**src/rtl/wb_rr_arbiter_pkg.sv**
```systemverilog
// Shared types and constants for the writeback round-robin arbiter.
// The optional BLIMP_WB_ARB_STATS_EN macro enables the per-pipe grant counters.
package wb_rr_arbiter_pkg;

  localparam int unsigned WB_SEQ_W  = 5;
  localparam int unsigned WB_PC_W   = 32;
  localparam int unsigned WB_ADDR_W = 5;
  localparam int unsigned WB_DATA_W = 32;
  localparam int unsigned CNT_W     = 16;

  localparam logic [CNT_W-1:0] SATURATE = 16'hFFFF;

  // One writeback message at the default sequence-number width.
  typedef struct packed {
    logic [WB_SEQ_W-1:0]  seq_num;
    logic [WB_PC_W-1:0]   pc;
    logic [WB_ADDR_W-1:0] waddr;
    logic [WB_DATA_W-1:0] wdata;
    logic                 wen;
  } wb_msg_t;

  // Width of a pipe index; a single pipe still needs one bit.
  function automatic int unsigned ptr_w(input int unsigned n);
    return (n > 1) ? $clog2(n) : 1;
  endfunction

endpackage

```
**src/rtl/wb_rr_arbiter_if.sv**
```systemverilog
// Request-side and output-side channels of the writeback arbiter.
// master: the arbiter itself (drives req_rdy and the buffered output).
// slave:  the surrounding pipes and the downstream consumer.
interface wb_rr_arbiter_if
  import wb_rr_arbiter_pkg::*;
#(
  parameter int unsigned p_num_pipes    = 2,
  parameter int unsigned p_seq_num_bits = WB_SEQ_W
);

  localparam int unsigned PTR_W = ptr_w(p_num_pipes);

  logic [p_num_pipes-1:0]                      req_val;
  logic [p_num_pipes-1:0]                      req_rdy;
  logic [p_num_pipes-1:0][p_seq_num_bits-1:0]  req_seq_num;
  logic [p_num_pipes-1:0][WB_PC_W-1:0]         req_pc;
  logic [p_num_pipes-1:0][WB_ADDR_W-1:0]       req_waddr;
  logic [p_num_pipes-1:0][WB_DATA_W-1:0]       req_wdata;
  logic [p_num_pipes-1:0]                      req_wen;

  logic                      out_val;
  logic                      out_rdy;
  logic [p_seq_num_bits-1:0] out_seq_num;
  logic [WB_PC_W-1:0]        out_pc;
  logic [WB_ADDR_W-1:0]      out_waddr;
  logic [WB_DATA_W-1:0]      out_wdata;
  logic                      out_wen;
  logic [PTR_W-1:0]          out_src;

  modport master (
    input  req_val, req_seq_num, req_pc, req_waddr, req_wdata, req_wen, out_rdy,
    output req_rdy, out_val, out_seq_num, out_pc, out_waddr, out_wdata, out_wen, out_src
  );

  modport slave (
    output req_val, req_seq_num, req_pc, req_waddr, req_wdata, req_wen, out_rdy,
    input  req_rdy, out_val, out_seq_num, out_pc, out_waddr, out_wdata, out_wen, out_src
  );

endinterface

```
**src/rtl/wb_rr_arbiter_rr_grant_picker.sv**
```systemverilog
// Combinational rotating-priority picker: first valid request scanning
// cyclically from the priority pointer.
module rr_grant_picker
  import wb_rr_arbiter_pkg::*;
#(
  parameter int unsigned p_num_pipes = 2
) (
  input  logic [p_num_pipes-1:0]        i_req_val,
  input  logic [ptr_w(p_num_pipes)-1:0] i_ptr,
  output logic [p_num_pipes-1:0]        o_grant_c,
  output logic [ptr_w(p_num_pipes)-1:0] o_grant_idx_c,
  output logic                          o_any_grant_c
);

  localparam int unsigned PTR_W = ptr_w(p_num_pipes);

  int unsigned w_idx;

  // Scan ptr, ptr+1, ... modulo p_num_pipes; the first valid pipe wins.
  always_comb begin
    o_grant_c     = '0;
    o_grant_idx_c = '0;
    o_any_grant_c = 1'b0;
    w_idx         = 0;
    for (int unsigned k = 0; k < p_num_pipes; k++) begin
      w_idx = int'(i_ptr) + k;
      if (w_idx >= p_num_pipes) w_idx = w_idx - p_num_pipes;
      if (!o_any_grant_c && i_req_val[PTR_W'(w_idx)]) begin
        o_grant_c[PTR_W'(w_idx)] = 1'b1;
        o_grant_idx_c            = PTR_W'(w_idx);
        o_any_grant_c            = 1'b1;
      end
    end
  end

endmodule

```
**src/rtl/wb_rr_arbiter.sv**
```systemverilog
// Round-robin arbiter sharing the writeback channel among execute pipes,
// with a one-entry registered output buffer and val/rdy handshakes.
// Optional feature macro: BLIMP_WB_ARB_STATS_EN adds saturating per-pipe
// grant counters on the grant_count port.
module wb_rr_arbiter
  import wb_rr_arbiter_pkg::*;
#(
  parameter int unsigned p_num_pipes    = 2,
  parameter int unsigned p_seq_num_bits = WB_SEQ_W
) (
  input  logic clk,
  input  logic rst,
  wb_rr_arbiter_if.master bus
`ifdef BLIMP_WB_ARB_STATS_EN
  ,
  output logic [p_num_pipes-1:0][CNT_W-1:0] grant_count
`endif
);

  localparam int unsigned PTR_W = ptr_w(p_num_pipes);

  typedef struct packed {
    logic [p_seq_num_bits-1:0] seq_num;
    logic [WB_PC_W-1:0]        pc;
    logic [WB_ADDR_W-1:0]      waddr;
    logic [WB_DATA_W-1:0]      wdata;
    logic                      wen;
  } msg_t;

  logic             r_out_val;
  msg_t             r_msg;
  logic [PTR_W-1:0] r_src;
  logic [PTR_W-1:0] r_ptr;

  logic [p_num_pipes-1:0] w_grant;
  logic [PTR_W-1:0]       w_grant_idx;
  logic                   w_any_grant;
  logic                   w_can_accept;
  logic                   w_xfer;
  logic [PTR_W-1:0]       w_ptr_next;
  msg_t                   w_msg_sel;

  rr_grant_picker #(
    .p_num_pipes (p_num_pipes)
  ) u_picker (
    .i_req_val     (bus.req_val),
    .i_ptr         (r_ptr),
    .o_grant_c     (w_grant),
    .o_grant_idx_c (w_grant_idx),
    .o_any_grant_c (w_any_grant)
  );

  // Accept a new message when the buffer is empty or draining this cycle.
  assign w_can_accept = !r_out_val || bus.out_rdy;
  assign w_xfer       = w_any_grant && w_can_accept;
  assign bus.req_rdy  = w_grant & {p_num_pipes{w_can_accept}};

  // Pointer advances past the winner; explicit wrap handles non-power-of-2 counts.
  assign w_ptr_next = (w_grant_idx == PTR_W'(p_num_pipes - 1)) ? '0
                                                               : w_grant_idx + PTR_W'(1);

  // Payload of the granted pipe.
  always_comb begin
    w_msg_sel         = '0;
    w_msg_sel.seq_num = bus.req_seq_num[w_grant_idx];
    w_msg_sel.pc      = bus.req_pc[w_grant_idx];
    w_msg_sel.waddr   = bus.req_waddr[w_grant_idx];
    w_msg_sel.wdata   = bus.req_wdata[w_grant_idx];
    w_msg_sel.wen     = bus.req_wen[w_grant_idx];
  end

  // Output buffer and priority pointer; a drain without a new grant only clears valid.
  always_ff @(posedge clk) begin
    if (!rst) begin
      r_out_val <= 1'b0;
      r_msg     <= '0;
      r_src     <= '0;
      r_ptr     <= '0;
    end else if (w_xfer) begin
      r_out_val <= 1'b1;
      r_msg     <= w_msg_sel;
      r_src     <= w_grant_idx;
      r_ptr     <= w_ptr_next;
    end else if (bus.out_rdy) begin
      r_out_val <= 1'b0;
    end
  end

  assign bus.out_val     = r_out_val;
  assign bus.out_seq_num = r_msg.seq_num;
  assign bus.out_pc      = r_msg.pc;
  assign bus.out_waddr   = r_msg.waddr;
  assign bus.out_wdata   = r_msg.wdata;
  assign bus.out_wen     = r_msg.wen;
  assign bus.out_src     = r_src;

`ifdef BLIMP_WB_ARB_STATS_EN
  logic [p_num_pipes-1:0][CNT_W-1:0] r_grant_count;

  // Per-pipe transfer counters that stick at SATURATE.
  always_ff @(posedge clk) begin
    if (!rst) begin
      r_grant_count <= '0;
    end else begin
      for (int unsigned i = 0; i < p_num_pipes; i++) begin
        if (w_xfer && w_grant[i] && (r_grant_count[i] != SATURATE)) begin
          r_grant_count[i] <= r_grant_count[i] + CNT_W'(1);
        end
      end
    end
  end

  assign grant_count = r_grant_count;
`endif

endmodule
```
**src/flat_wrapper.sv**
```systemverilog
// flat-port wrapper written by rule: the top's interface ports become plain ports
module wb_rr_arbiter_flat import wb_rr_arbiter_pkg::*;
#(
  parameter int unsigned p_num_pipes    = 2,
  parameter int unsigned p_seq_num_bits = WB_SEQ_W
)
  (clk, rst, bus_req_val, bus_req_seq_num, bus_req_pc, bus_req_waddr, bus_req_wdata, bus_req_wen, bus_out_rdy, bus_req_rdy, bus_out_val, bus_out_seq_num, bus_out_pc, bus_out_waddr, bus_out_wdata, bus_out_wen, bus_out_src);
  wb_rr_arbiter_if #(.p_num_pipes(p_num_pipes), .p_seq_num_bits(p_seq_num_bits)) bus_i ();
  input  logic clk;
  input  logic rst;
  input wire logic [$bits(bus_i.req_val)-1:0] bus_req_val;
  input wire logic [$bits(bus_i.req_seq_num)-1:0] bus_req_seq_num;
  input wire logic [$bits(bus_i.req_pc)-1:0] bus_req_pc;
  input wire logic [$bits(bus_i.req_waddr)-1:0] bus_req_waddr;
  input wire logic [$bits(bus_i.req_wdata)-1:0] bus_req_wdata;
  input wire logic [$bits(bus_i.req_wen)-1:0] bus_req_wen;
  input wire logic [$bits(bus_i.out_rdy)-1:0] bus_out_rdy;
  output wire logic [$bits(bus_i.req_rdy)-1:0] bus_req_rdy;
  output wire logic [$bits(bus_i.out_val)-1:0] bus_out_val;
  output wire logic [$bits(bus_i.out_seq_num)-1:0] bus_out_seq_num;
  output wire logic [$bits(bus_i.out_pc)-1:0] bus_out_pc;
  output wire logic [$bits(bus_i.out_waddr)-1:0] bus_out_waddr;
  output wire logic [$bits(bus_i.out_wdata)-1:0] bus_out_wdata;
  output wire logic [$bits(bus_i.out_wen)-1:0] bus_out_wen;
  output wire logic [$bits(bus_i.out_src)-1:0] bus_out_src;
  assign bus_i.req_val = bus_req_val;
  assign bus_i.req_seq_num = bus_req_seq_num;
  assign bus_i.req_pc = bus_req_pc;
  assign bus_i.req_waddr = bus_req_waddr;
  assign bus_i.req_wdata = bus_req_wdata;
  assign bus_i.req_wen = bus_req_wen;
  assign bus_i.out_rdy = bus_out_rdy;
  assign bus_req_rdy = bus_i.req_rdy;
  assign bus_out_val = bus_i.out_val;
  assign bus_out_seq_num = bus_i.out_seq_num;
  assign bus_out_pc = bus_i.out_pc;
  assign bus_out_waddr = bus_i.out_waddr;
  assign bus_out_wdata = bus_i.out_wdata;
  assign bus_out_wen = bus_i.out_wen;
  assign bus_out_src = bus_i.out_src;
  wb_rr_arbiter #(.p_num_pipes(p_num_pipes), .p_seq_num_bits(p_seq_num_bits)) u_core (.clk(clk), .rst(rst), .bus(bus_i));
endmodule
```
**config.mk**
```make
export PLATFORM = sky130hd
export DESIGN_NAME = wb_rr_arbiter_flat
export DESIGN_NICKNAME = d
export VERILOG_FILES = /design/src/rtl/wb_rr_arbiter_pkg.sv /design/src/rtl/wb_rr_arbiter_if.sv /design/src/rtl/wb_rr_arbiter_rr_grant_picker.sv /design/src/rtl/wb_rr_arbiter.sv /design/src/flat_wrapper.sv
export SDC_FILE = /design/constraint.sdc
export NUM_CORES = 1
export LEC_CHECK = 0
export BUFFER_PORTS_ARGS = -buffer_cell sky130_fd_sc_hd__buf_4
export CAP_MARGIN = 20
export CORE_MARGIN = 2
export CORE_UTILIZATION = 39
export DETAILED_ROUTE_END_ITERATION = 6
export PLACE_DENSITY = 0.77
export SYNTH_ARGS = -nofsm -noshare
export SYNTH_HDL_FRONTEND = slang
export SYNTH_SLANG_ARGS = --single-unit
```
**constraint.sdc**
```tcl
create_clock -name clk -period 1.45 [get_ports clk]
set_clock_uncertainty 0.2 [all_clocks]
set_input_delay 0.29 -clock clk [delete_from_list [all_inputs] [get_ports clk]]
set_output_delay 0.29 -clock clk [all_outputs]
set_load 0.05 [all_outputs]
```
# ---- Yosys cells after proc, flatten, opt, wreduce, memory -nomap -nowiden
# Index checks and enable logic that the tools add are counted.
dict set report totals {
  inputBits 155
  ff_bits 78
  output_inout_bits 79
  elab_cells 58
}
dict set report classes {
  magnitude_cmp 7
  n_reduce_logical 8
  n_bitwise 2
  addsub 4
  mux 29
}
# operator count
set ops {}
lappend ops {{2-to-1 mux 32 bit} 4}
lappend ops {{2-to-1 mux 5 bit} 4}
lappend ops {{2-to-1 mux 1 bit} 17}
lappend ops {{< comparator 1 x 2 -> 1 bit (second input constant)} 3}
lappend ops {{logical AND 1 bit} 4}
lappend ops {{2-to-1 mux 2 bit} 2}
lappend ops {{adder 1 x 1 -> 2 bit (second input constant)} 1}
lappend ops {{bitwise AND 2 bit} 1}
lappend ops {{demux 1 bit (select 1 bit)} 2}
lappend ops {{>= comparator 1 bit (second input constant)} 2}
lappend ops {{>= comparator 1 x 2 -> 1 bit (second input constant)} 1}
lappend ops {{>= comparator 2 bit (second input constant)} 1}
lappend ops {{zero test 1 bit} 2}
lappend ops {{OR 2 bit} 1}
lappend ops {{nonzero test 2 bit} 1}
lappend ops {{subtractor 1 bit (second input constant)} 2}
lappend ops {{adder 1 bit (second input constant)} 1}
lappend ops {{logical OR 1 bit} 1}

# ---- Longest topological paths before layout
dict set report logic_depth {
  word_depth 10
  mapped_depth 6
  mapped_depth_nobuf 3
}

# ---- By module
# A second synthesis with hierarchy kept.
dict set report unflattened {
  hier_cells 272
  area_unflattened_um2 3404.5
}
# mod seq_area_each_um2 cells_each instances area_per_inst_um2
set modules_own_cells {}
lappend modules_own_cells {wb_rr_arbiter 1561.5 267 1 3372.0}
lappend modules_own_cells {rr_grant_picker 0.0 5 1 32.5}

# ---- Least setup slack after synthesis
# Ideal clock, no wire load.
dict set report synth_path {
  kind {reg-to-output}
  from {register u_core.r_out_val (netlist: u_core.bus.out_val)}
  to {output bus_req_rdy[0]}
  n_path_buf 3
  slack_ps -504
  t_arrival_ps 1464
  path_stages_with_launch 7
  t_required_ps 960
  cell_sequence {dfxtp_1 nand2b_1 buf_2 buf_4 buf_2 nand2_1 inv_1}
}
dict set report synth_via {
  elab_chain_cells 3
}
# item line
set synth_rtl {}
lappend synth_rtl {{start: declaration} wb_rr_arbiter.sv:30} ;# logic r_out_val;
lappend synth_rtl {{start signal: assignment} wb_rr_arbiter.sv:75} ;# r_out_val <= 1'b0;
lappend synth_rtl {{start signal: assignment} wb_rr_arbiter.sv:80} ;# r_out_val <= 1'b1;
lappend synth_rtl {{start signal: assignment} wb_rr_arbiter.sv:85} ;# r_out_val <= 1'b0;
lappend synth_rtl {{zero test 1 bit} wb_rr_arbiter.sv:54} ;# assign w_can_accept = !r_out_val || bus.out_rdy;
lappend synth_rtl {{logical OR 1 bit} wb_rr_arbiter.sv:54}
lappend synth_rtl {{bitwise AND 2 bit} wb_rr_arbiter.sv:56} ;# assign bus.req_rdy = w_grant & {p_num_pipes{w_can_accept}};
lappend synth_rtl {{end: declaration} flat_wrapper.sv:18} ;# output wire logic [$bits(bus_i.req_rdy)-1:0] bus_req_rdy;
# No other way between the ends.

# ---- Worst setup path after layout
dict set report layout_path {
  from {register u_core.r_ptr}
  to {output bus_req_rdy[1]}
}
dict set report layout_via {
  elab_chain_cells 10
  word_cells_on_any_way 28
}
# item line
set layout_rtl {}
lappend layout_rtl {{start: declaration} wb_rr_arbiter.sv:33} ;# logic [PTR_W-1:0] r_ptr;
lappend layout_rtl {{start signal: assignment} wb_rr_arbiter.sv:83} ;# r_ptr <= w_ptr_next;
lappend layout_rtl {{adder 1 x 1 -> 2 bit, or another cell as far along} wb_rr_arbiter_rr_grant_picker.sv:26} ;# w_idx = int'(i_ptr) + k;
lappend layout_rtl {{>= comparator 2 bit, or another cell as far along} wb_rr_arbiter_rr_grant_picker.sv:27} ;# if (w_idx >= p_num_pipes) w_idx = w_idx - p_num_pipes;
lappend layout_rtl {{2-to-1 mux 1 bit, or another cell as far along} wb_rr_arbiter_rr_grant_picker.sv:27}
lappend layout_rtl {{< comparator 1 x 2 -> 1 bit (implied by the code), or another cell as far along} wb_rr_arbiter_rr_grant_picker.sv:29} ;# o_grant_c[PTR_W'(w_idx)] = 1'b1;
lappend layout_rtl {{logical AND 1 bit (implied by the code) or 2-to-1 mux 1 bit (tied branches)} wb_rr_arbiter_rr_grant_picker.sv:29}
lappend layout_rtl {{2-to-1 mux 1 bit (implied by the code) or demux 1 bit (select 1 bit) (tied branches)} wb_rr_arbiter_rr_grant_picker.sv:29}
lappend layout_rtl {{demux 1 bit (select 1 bit) or 2-to-1 mux 2 bit (tied branches)} {wb_rr_arbiter_rr_grant_picker.sv:29, wb_rr_arbiter_rr_grant_picker.sv:28}}
lappend layout_rtl {{OR 2 bit (no source line)} n/a}
lappend layout_rtl {{2-to-1 mux 2 bit (*)} wb_rr_arbiter_rr_grant_picker.sv:28} ;# if (!o_any_grant_c && i_req_val[PTR_W'(w_idx)]) begin
lappend layout_rtl {{bitwise AND 2 bit (*)} wb_rr_arbiter.sv:56}
# Every way passes the cells marked *; elsewhere a longest branch is shown, timed or not. The select of a mux whose other input is x is not followed.

==> metrics.yaml <==
status:
  status: "complete, but fails checks"
  violations: "negative setup slack"
synthesis:
  synth_top_area_share_pct: 42.62
  synth-main-ff-cell: "dfxtp_1"
  yosys-top-cells-area: "dfxtp_1 (43%), a31oi_1 (13%), nand4_1 (13%)"
  async_flop_share_pct: 0
  synthTopCellsByCount: "dfxtp_1 (78), nand3_1 (76), a31oi_1 (75), nand4_1 (75), o21ai_0 (75)"
  avgSynthCellArea_um2: 7.982
  synth.distinct_cells: 19
  synth_edf_count: 0
  syn_area_mm2: 0.003664
  yosysWarnings: 0
  synthCells: 459
  ys_ff_latch: 78
  seq_area_frac_synth_pct: 42.62
  yosysTopAreaCell: "dfxtp_1"
  syn_nets: 614
  yosysMostFrequentCell: "dfxtp_1"
timing:
  finalSetupViolations: 35
  worst_slack_ps: -216.8
  hold_viol: 0
  fmax_mhz: 600.0
  slew_headroom_pct: 81.48
  fin_crit_ps: 1667
  maxSlewViolCount: 0
  period_share_pct: 115.0
  tightest_slew_ps: 277.8
  rsz0062_at_grt: "yes"
critical_path:
  worstReg2RegEnd: "u_core.bus.out_wdata[3]$_SDFFE_PN0P_"
  crit_fanout: 3
  path_class: "flip-flop to output pin"
  r2r_cells: 5
  crit_path_end_kind: "output pin"
  worstReg2RegStart: "u_core.r_ptr$_SDFFE_PN0P_"
  cp-start-kind: "flip-flop"
  required_ps: 960
  rrSetupSlack_ps: -80
  arrival_ps: 1180
placement:
  hpwl_um: 9290
  place_area_mm2: 0.005629
  placed_cells: 761
  portBuffers: 233
  pre_cts_ws_ps: -107.4
  gp_congestion: 0.8452
final_layout:
  n_fill_cell: 718
  multiInputGateArea_mm2: 0.001821
  final_nets: 825
  syn2layout_area_growth_pct: 67.04
  instances_no_fill: 785
  drive_gt1_share_pct: 43.03
  diodes: 0
  fin_area_mm2: 0.006120
  regArea_mm2: 0.001569
grt:
  grt_max_degree: 61
  antenna_found_initial: 0
  globalRoute.totalOverflow: 0
  grt_usage_pct: 26.31
  grt_pass1_wl_um: 21670
  grt_pass1_vias: 4373
clock_network:
  clock-sinks: 78
  root_buffer: "clkbuf_8"
  cts_tree: "done"
  cts.clk_slew.worst_paths_ps: 80
  cts_buffer_depth: 2
  insertion_delay_ps: 340
  cts-htree-levels: 3
  cts_made_buffers: 9
job:
  cap_viol_max_count: 0
routing:
  ant_nets: 0
  vias_per_cell: 6.023
  post_drt_wl_per_cell_um: 18.34
  drtPass1Iterations: 5
  drcViolationCount: 0
  routed_wl_um: 14400
  drt_iter0_drc: 305
  num_vias: 4728
hold_path:
  hold_path.class: "input pin to flip-flop"
  holdPathStages: 3
  holdCritStartpoint: "bus_req_pc[18]"
  min_to: "u_core.bus.out_pc[18]$_SDFFE_PN0P_"
floorplan:
  io_pins: 234
  coreArea_mm2: 0.009196
  initial_utilization_pct: 39.84
  placementRows: 35
  die_w_um: 100.9
  die_area_mm2: 0.01018
  die_h_um: 100.9
power:
  p_leak_nw: 2.578
  power_density_mw_per_mm2: 1046
  finalPower_mw: 6.404
  ir_drop_mv: 0.5320
## how the worst max path moves through the flow
stage / startpoint / to / slack, ps / depth (start not counted)
2_1_floorplan: u_core.bus.out_val$_SDFFE_PN0P_ / bus_req_rdy[0] / -210 / 6
3_3_place_gp: bus_req_val[1] / u_core.bus.out_wdata[14]$_SDFFE_PN0P_ / -60 / 5
3_5_place_dp: bus_req_val[1] / u_core.bus.out_wdata[3]$_SDFFE_PN0P_ / -110 / 5
4_1_cts: u_core.r_ptr$_SDFFE_PN0P_ / bus_req_rdy[1] / -230 / 4
5_1_grt: u_core.r_ptr$_SDFFE_PN0P_ / bus_req_rdy[1] / -270 / 4
6_report: u_core.r_ptr$_SDFFE_PN0P_ / bus_req_rdy[1] / -220 / 4
## cells by family after synthesis
| group | Yosys count | share of synthesized area (%) |
|---|---|---|
| AOI/OAI and AO/OA | 156 | 24.04 |
| buffers and inverters | 69 | 9.016 |
| DFF | 78 | 42.62 |
| and+or+nand+nor | 156 | 24.32 |
## through the flow
step | TNS [ps] | hold slack (ps) | utilization, %
6_report | -1026 | 7.610 | 66.54
5_1_grt | -5691 | 0.4001 | 66.54
4_1_cts | -700.7 | 0.2662 | 65.27
3_5_place_dp | -3684 | 289.2 | 61.21
3_3_place_gp | -1555 | 279.2 | 61.21
2_1_floorplan | -392.1 | 251.6 | -
## state kept, by name (all words and copies together), names as in the netlist
signal                  flops
u_core.bus.out_pc          32
u_core.bus.out_wdata       32
u_core.bus.out_seq_num      5
u_core.bus.out_waddr        5
u_core.bus.out_src          1
u_core.bus.out_val          1
u_core.bus.out_wen          1
u_core.r_ptr                1
## per-layer routing
layer | vias to the layer above | routed length [um] | share of wire, % | track usage (%)
li1 | 2211 | - | - | -
met1 | 2219 | 5769 | 40 | 33.50
met2 | 268 | 7137 | 50 | 43.69
met3 | 30 | 1143 | 7.9 | 4.924
met4 | 0 | 346 | 2.4 | 11.02
met5 | - | 0 | 0 | 0
## area by class of cell
cell class / count / share of cell area [%]
Inverter: 3 / 0.3067
Sequential cell: 78 / 25.64
Timing Repair Buffer: 266 / 38.17
Multi-Input combinational cell: 312 / 29.75
Tap cell: 111 / 2.269
Clock inverter: 4 / 1.554
Clock buffer: 11 / 2.310
## power by group
group / internal (mW) / switching, mW / leakage (nW) / total [mW]
registers: 2.31 / 0.0930 / 0.645 / 2.40
logic: 0.826 / 1.21 / 1.81 / 2.03
clock network: 1.18 / 0.791 / 0.119 / 1.97
total: 4.31 / 2.09 / 2.58 / 6.40
## cells in the final DEF, fill, tap and decap left out, types with 2 or more instances in the layout
cell / Yosys / routed
o21ai_0: 75 / 75
buf_12: 0 / 17
nand4_1: 75 / 75
a21oi_1: 3 / 3
clkbuf_8: 0 / 10
clkinvlp_4: 0 / 2
buf_4: 9 / 236
buf_6: 0 / 3
a31oi_1: 75 / 74
bufinv_16: 0 / 3
buf_16: 0 / 2
nand2b_4: 0 / 2
o21ai_1: 2 / 2
dfxtp_4: 0 / 2
dlygate4sd3_1: 0 / 3
buf_8: 0 / 2
nand3_1: 76 / 75
clkbuf_16: 0 / 3
dfxtp_1: 78 / 76
## worst max-delay path: stages (launching register included)
cell        delay (ps)
dfxtp_4            360
nand2b_4           150
nand3_4             80
clkinvlp_4          90
buf_8              150
## what timing repair did
action,CTS,global route
gates cloned,1,3
hold endpoints to repair,1,2
pin swaps,4,3
buffers inserted,2,1
hold buffers,1,2
endpoints found under the setup margin,69,76
resized for setup,21,5
No activity file was read; power rests on OpenSTA's default activity.
